`src/rtl/pipe_stage_fifo_pkg.sv`:
```
// ---------------------------------------------------------------------------
// pipe_stage_fifo_pkg
// Shared definitions for the inter-stage pipeline buffer.
//   psf_op_e : classification of a cycle's handshake activity, encoded as
//              {push, pop} so it can be formed directly from the two strobes.
// ---------------------------------------------------------------------------
package pipe_stage_fifo_pkg;

   typedef enum logic [1:0] {
      OP_IDLE = 2'b00,
      OP_POP  = 2'b01,
      OP_PUSH = 2'b10,
      OP_BOTH = 2'b11
   } psf_op_e;

endpackage

```
`src/rtl/pipe_stage_fifo.sv`:
```
// ---------------------------------------------------------------------------
// pipe_stage_fifo
// Full-throughput valid/ready buffer between two pipeline stages. Holds up to
// DEPTH words; sustains one word per cycle when the consumer is ready. A
// synchronous flush discards everything stored (used on redirects). With
// BYPASS=1 the block is a pure combinational pass-through.
//
// Parameters
//   WIDTH  : payload width
//   DEPTH  : number of entries (power of two, >= 2)
//   BYPASS : 1 = combinational pass-through, no storage
//
// Ports
//   clk     in   clock, rising edge
//   rst     in   asynchronous reset, active low
//   flush   in   synchronous discard of all stored words
//   s_valid in   upstream word present
//   s_ready out  buffer accepts a word this cycle
//   s_data  in   upstream payload
//   m_valid out  head word valid
//   m_ready in   downstream consumes head
//   m_data  out  head payload (undefined while m_valid=0)
//   count   out  current occupancy
// ---------------------------------------------------------------------------
module pipe_stage_fifo
   import pipe_stage_fifo_pkg::*;
#(
   parameter int WIDTH  = 32,
   parameter int DEPTH  = 2,
   parameter int BYPASS = 0
) (
   input  logic                       clk,
   input  logic                       rst,
   input  logic                       flush,
   input  logic                       s_valid,
   output logic                       s_ready,
   input  logic [WIDTH-1:0]           s_data,
   output logic                       m_valid,
   input  logic                       m_ready,
   output logic [WIDTH-1:0]           m_data,
   output logic [$clog2(DEPTH+1)-1:0] count
);

   localparam int PW = $clog2(DEPTH);
   localparam int CW = $clog2(DEPTH+1);

   generate
      if (BYPASS != 0) begin : g_bypass
         // Single-cycle build: no state, so clock, reset and flush are unused.
         logic unused_bypass;
         assign unused_bypass = ^{clk, rst, flush};

         assign s_ready = m_ready;
         assign m_valid = s_valid;
         assign m_data  = s_data;
         assign count   = '0;
      end else begin : g_fifo
         logic [WIDTH-1:0] mem_q [DEPTH];
         logic [PW-1:0]    wp_q, wp_d;
         logic [PW-1:0]    rp_q, rp_d;
         logic [CW-1:0]    cnt_q, cnt_d;
         logic             push, pop;
         psf_op_e          op;

         // Ready/valid come only from registered occupancy, so there is no
         // combinational path from m_ready to s_ready across the stage.
         assign s_ready = (cnt_q != CW'(DEPTH));
         assign m_valid = (cnt_q != '0);
         assign m_data  = mem_q[rp_q];
         assign count   = cnt_q;

         assign push = s_valid & s_ready;
         assign pop  = m_valid & m_ready;
         assign op   = psf_op_e'({push, pop});

         always_comb begin
            wp_d  = wp_q;
            rp_d  = rp_q;
            cnt_d = cnt_q;
            if (flush) begin
               // Redirect: drop all stored words and the one offered this cycle.
               wp_d  = '0;
               rp_d  = '0;
               cnt_d = '0;
            end else begin
               // Pointers wrap naturally; full/empty is decided by cnt alone.
               unique case (op)
                  OP_IDLE: ;
                  OP_PUSH: begin
                     wp_d  = wp_q + PW'(1);
                     cnt_d = cnt_q + CW'(1);
                  end
                  OP_POP: begin
                     rp_d  = rp_q + PW'(1);
                     cnt_d = cnt_q - CW'(1);
                  end
                  OP_BOTH: begin
                     wp_d = wp_q + PW'(1);
                     rp_d = rp_q + PW'(1);
                  end
               endcase
            end
         end

         always_ff @(posedge clk or negedge rst) begin
            if (!rst) begin
               wp_q  <= '0;
               rp_q  <= '0;
               cnt_q <= '0;
            end else begin
               wp_q  <= wp_d;
               rp_q  <= rp_d;
               cnt_q <= cnt_d;
            end
         end

         // Storage is not reset; a flushed push must not overwrite a slot.
         always_ff @(posedge clk) begin
            if (push && !flush) begin
               mem_q[wp_q] <= s_data;
            end
         end
      end
   endgenerate

endmodule
```
`config.mk`:
```
export PLATFORM = sky130hd
export DESIGN_NAME = pipe_stage_fifo
export DESIGN_NICKNAME = d
export VERILOG_FILES = /design/src/rtl/pipe_stage_fifo_pkg.sv /design/src/rtl/pipe_stage_fifo.sv
export SDC_FILE = /design/constraint.sdc
export NUM_CORES = 1
export LEC_CHECK = 0
export CORE_MARGIN = 2
export CORE_UTILIZATION = 49
export CTS_BUF_LIST = sky130_fd_sc_hd__clkbuf_2
export DETAILED_ROUTE_END_ITERATION = 8
export HOLD_SLACK_MARGIN = 0.08
export PLACE_DENSITY = 0.85
export SLEW_MARGIN = 20
export SYNTH_ARGS = -nofsm -noshare
export SYNTH_HDL_FRONTEND = slang
export SYNTH_SLANG_ARGS = --single-unit
```
`constraint.sdc`:
```
create_clock -name clk -period 4.8 [get_ports clk]
set_input_delay 0.96 -clock clk [delete_from_list [all_inputs] [get_ports clk]]
set_output_delay 0.96 -clock clk [all_outputs]
set_load 0.1 [all_outputs]
```
Word-level counts from Yosys, hierarchy flattened
Memory sizes are Yosys's and may differ from the RTL's.
Cells that the tools add are included.
Widths: inputs -> output; s select.
- bits in registers: 4
- bits in writable memories: 64
- bits of input ports: 37
- output and inout port bits: 36
- memories: 1
- memory list (name ; words ; width ; rd ports ; clocked after memory_dff ; wr ports ; line ; source):
    g_fifo.mem_q ; 2 ; 32 ; 1 ; 0 ; 1 ; pipe_stage_fifo.sv:58 ; logic [WIDTH-1:0] mem_q [DEPTH];
- add/sub/neg operators: 4
- equality and inequality tests: 4
- mux-type cells: 8
- bitwise operators: 2
- reduce and logical (&&, ||, !) cells: 8
- operator list (kind ; number):
    $mux 1 ; 6
    $reduce_bool 2->1 ; 3
    $eq 2x2->1 const B ; 2
    $pmux 2 s2 ; 1
    $reduce_or 2->1 ; 2
    $reduce_bool 3->1 ; 1
    $add 1x1->1 const B ; 2
    $add 2x1->2 const B ; 1
    $and 1x1->1 ; 2
    $eq 2x1->1 const B ; 1
    $mux 2 ; 1
    $ne 2x2->1 const B ; 1
    $sub 2x1->2 const B ; 1
    $logic_and 1x1->1 ; 1
    $logic_not 1->1 ; 1

Depth between registers and ports, before layout
- word-level depth: 6
- gate-level depth with buffers: 4
- mapped depth without buffers: 4

Worst setup path before layout
No wires, ideal clock.
- path type: reg2reg
- from: register g_fifo.cnt_q[0] (netlist: count[0])
- to: memory g_fifo.mem_q[1][0] (enable)
- library setup time: 0.468 ns
- arrival time: 4.384 ns
- data required time: 4.332 ns
- path slack: -0.052 ns
- cell stages (with the launch flop): 5
- clock period less this slack: 4.852 ns
- cell sequence: dfrtp_1 nor2b_1 inv_1 nand2_1 nor3b_1
- word-level cells in the longest chain between the ends: 5
- RTL lines (item ; line ; source):
    from (decl) ; pipe_stage_fifo.sv:61 ; logic [CW-1:0] cnt_q, cnt_d;
    from (signal assigned) ; pipe_stage_fifo.sv:113 ; cnt_q <= cnt_d;
    $ne 2x2->1 ; pipe_stage_fifo.sv:67 ; assign s_ready = (cnt_q != CW'(DEPTH));
    via s_ready ; pipe_stage_fifo.sv:36 ; output logic s_ready,
    $and 1x1->1 ; pipe_stage_fifo.sv:72 ; assign push = s_valid & s_ready;
    $logic_and 1x1->1 ; pipe_stage_fifo.sv:119 ; if (push && !flush) begin
    $mux 1 ; pipe_stage_fifo.sv:119 ;
    $mux 1 (implied by the code) ; pipe_stage_fifo.sv:120 ; mem_q[wp_q] <= s_data;
    to (decl) ; pipe_stage_fifo.sv:58 ;
The timed path passes the listed nets, and every way through them passes these cells.

Final worst setup path
- from: register g_fifo.rp_q
- to: output m_data[7]
- word-level cells in the longest chain between the ends: 1
- RTL lines (item ; line ; source):
    from (decl) ; pipe_stage_fifo.sv:60 ; logic [PW-1:0] rp_q, rp_d;
    from (signal assigned) ; pipe_stage_fifo.sv:112 ; rp_q <= rp_d;
    $mem_v2 2x32 ; - ;
    to (decl) ; pipe_stage_fifo.sv:40 ; output logic [WIDTH-1:0] m_data,
Every way passes these cells.

==> flow_metrics.env <==
export IMPL_status="finished clean"
export IMPL_synth_cell_types=20
export IMPL_numCtsBuffers=9
export IMPL_fill_cells=351
export IMPL_io_buffers=72
export IMPL_syn_inst=126
export IMPL_finalPower_uw=1250
export IMPL_period_needed_ns=3.48
export IMPL_setup_violations=0
export IMPL_start_kind="register"
export IMPL_grt_max_degree=34
export IMPL_cts_hold_buf=0
export IMPL_hold_violations=0
export IMPL_path_clk_slew_ns=0.16
export IMPL_hold_path_class="register to register"
export IMPL_antenna_found_initial=0
export IMPL_dr_pass1_iters=4
export IMPL_synth_largest_area_cell="edfxtp_1"
export IMPL_synth_area_leaders="edfxtp_1 76%, mux2_2 14%, dfrtp_1 4.0%"
export IMPL_drive_gt1_frac=0.399
export IMPL_num_vias=1419
export IMPL_wl_met1_um=1680
export IMPL_placedCellCount=267
export IMPL_grt_usage=0.162
export IMPL_viasPerCell=5.01
export IMPL_synthesis_nets=163
export IMPL_yosysMostFrequentCell="edfxtp_1"
export IMPL_worst_setup_path_type="register to output port"
export IMPL_syn2layout_area_growth_pct=32.8
export IMPL_max_freq_mhz=287
export IMPL_grt_ovfl_total=0
export IMPL_seq_area_frac_synth=0.798
export IMPL_power_density_nw_per_um2=373
export IMPL_post_route_util=0.667
export IMPL_leakage_uw=0.00120
export IMPL_clock_latency_ns=0.45
export IMPL_io_pins=73
export IMPL_max_slew_margin=0.349
export IMPL_first_iter_violations=78
export IMPL_yosys_most_used_dff="edfxtp_1"
export IMPL_synth_seq_cells=68
export IMPL_fin_cells=283
export IMPL_skew_ns=0.0250
export IMPL_cts_resized=0
export IMPL_clock_sinks=68
export IMPL_cts_tree="built"
export IMPL_worstMarginPinSlew_ns=0.973
export IMPL_route_met3_wl_um=221
export IMPL_die_w_um=75.9
export IMPL_drc_errors=0
export IMPL_die_h_um=75.9
export IMPL_cts_max_level=3
export IMPL_core_um2=5040
export IMPL_fin_crit_sh=0.726
export IMPL_crit_path_end_kind="output port"
export IMPL_critPathRequiredTime_ns=3.84
export IMPL_rsz0062_at_grt="false"
export IMPL_dp_hpwl_um=2810
export IMPL_ir_drop_v=0.000250
export IMPL_synth_top_cells_by_count="64 x edfxtp_1, 32 x mux2_2, 4 x a21oi_1, 4 x buf_2, 4 x dfrtp_1"
export IMPL_routed_wirelength_um=4260
export IMPL_cts_root_buf="clkbuf_2"
export IMPL_wl_met2_um=2220
export IMPL_gp_congestion=0.721
export IMPL_drv_cap=0
export IMPL_grt_pass1_wl_um=6960
export IMPL_crit_fanout=33
export IMPL_num_rows=26
export IMPL_wl_per_cell_um=15.1
export IMPL_synth_edf_count=64
export IMPL_slew_viol_final=0
export IMPL_async_reset_ff_frac=0.0588
export IMPL_whs_ns=0.654
export IMPL_syn_area_um2=2530
export IMPL_avgSynthCellArea_um2=20.1
export IMPL_start_util=0.502
export IMPL_ant_nets=0
export IMPL_diodes=0
export IMPL_cts_setup_buffers=0
export IMPL_finalSetupTns_ns=0
export IMPL_synth_top_area_frac=0.759
export IMPL_cp_arrival_ns=2.52
export IMPL_dieArea_um2=5760
export IMPL_synth_warnings=0
export IMPL_dr_max_layer_used="met4"
export IMPL_grt_pass1_vias=1520
export IMPL_clk_path_buf_depth=2
export IMPL_nets=245
[sequential cells by signal, indices dropped and copies added (netlist names)]
signal        count
g_fifo.mem_q     64
count             2
g_fifo.wp_q       1
g_fifo.rp_q       1
[cells by family (layout without fill, tap and decap cells)]
logic type             count (synthesis)  in the layout  synth area share
AO/OA/AOI/OAI                          8              8            0.0178
AND/OR/NAND/NOR                       10             10            0.0237
XOR/XNOR                               1              1           0.00346
multiplexers                          33             33             0.146
flip-flops                            68             68             0.798
buffers and inverters                  6             93            0.0109
[critical path, cell delays in order (launching register included)]
cell and delay [ns]:
dfrtp_1 0.35, buf_4 0.38, mux2_2 0.23, clkdlybuf4s50_1 1.12
[final timing paths]
| kind | startpoint | end | slack (ns) | cells past startpoint |
|---|---|---|---|---|
| setup / recovery | g_fifo.rp_q | m_data[7] | 1.32 | 3 |
| hold / removal | g_fifo.wp_q | g_fifo.wp_q | 0.65 | 2 |
| hold reg to reg | g_fifo.wp_q | g_fifo.wp_q | 0.65 | 2 |
| max in group asynchronous | rst | count[1] | 3.91 | 1 |
| min in group asynchronous | rst | g_fifo.rp_q | 0.71 | 1 |
| setup reg to reg | count[1] | g_fifo.mem_q[1][23] | 2.93 | 5 |
[report_power, final]
group	internal, µW	leakage (µW)	switching [µW]
combinational	89.7	0.000492	238
sequential	673	0.000640	6.44
clock	71.0	0.0000631	176
[layer usage]
metal,vias up,global-route usage
met5,-,0
met4,0,0.109
met3,17,0.0500
met2,64,0.278
met1,680,0.172
li1,658,-
[layout make-up]
class | instances | area, µm² | share of cell area
Clock buffer | 12 | 60.1 | 0.0179
Clock inverter | 4 | 18.8 | 0.00558
Inverter | 2 | 7.51 | 0.00223
Multi-Input combinational cell | 52 | 500 | 0.149
Sequential cell | 68 | 2020 | 0.601
Tap cell | 70 | 87.6 | 0.0260
Timing Repair Buffer | 75 | 668 | 0.199
[stage by stage]
step | worst slack, ns | area [µm²]
3_5_place_dp | 1.79 | 3290
2_1_floorplan | 0.135 | 2540
6_report | 1.32 | 3360
5_1_grt | 1.13 | 3360
4_1_cts | 1.24 | 3360
3_3_place_gp | 1.80 | 3290
[cell usage in the layout (no fill, tap or decap), types with 2 or more instances in the layout]
cell / instances
a21oi_1: 4
clkbuf_2: 12
clkdlybuf4s50_1: 42
mux2_2: 32
buf_4: 33
o21ai_0: 2
edfxtp_1: 64
dfrtp_1: 4
or2_2: 2
clkinv_2: 3
Power figures use the tool's default switching activity.
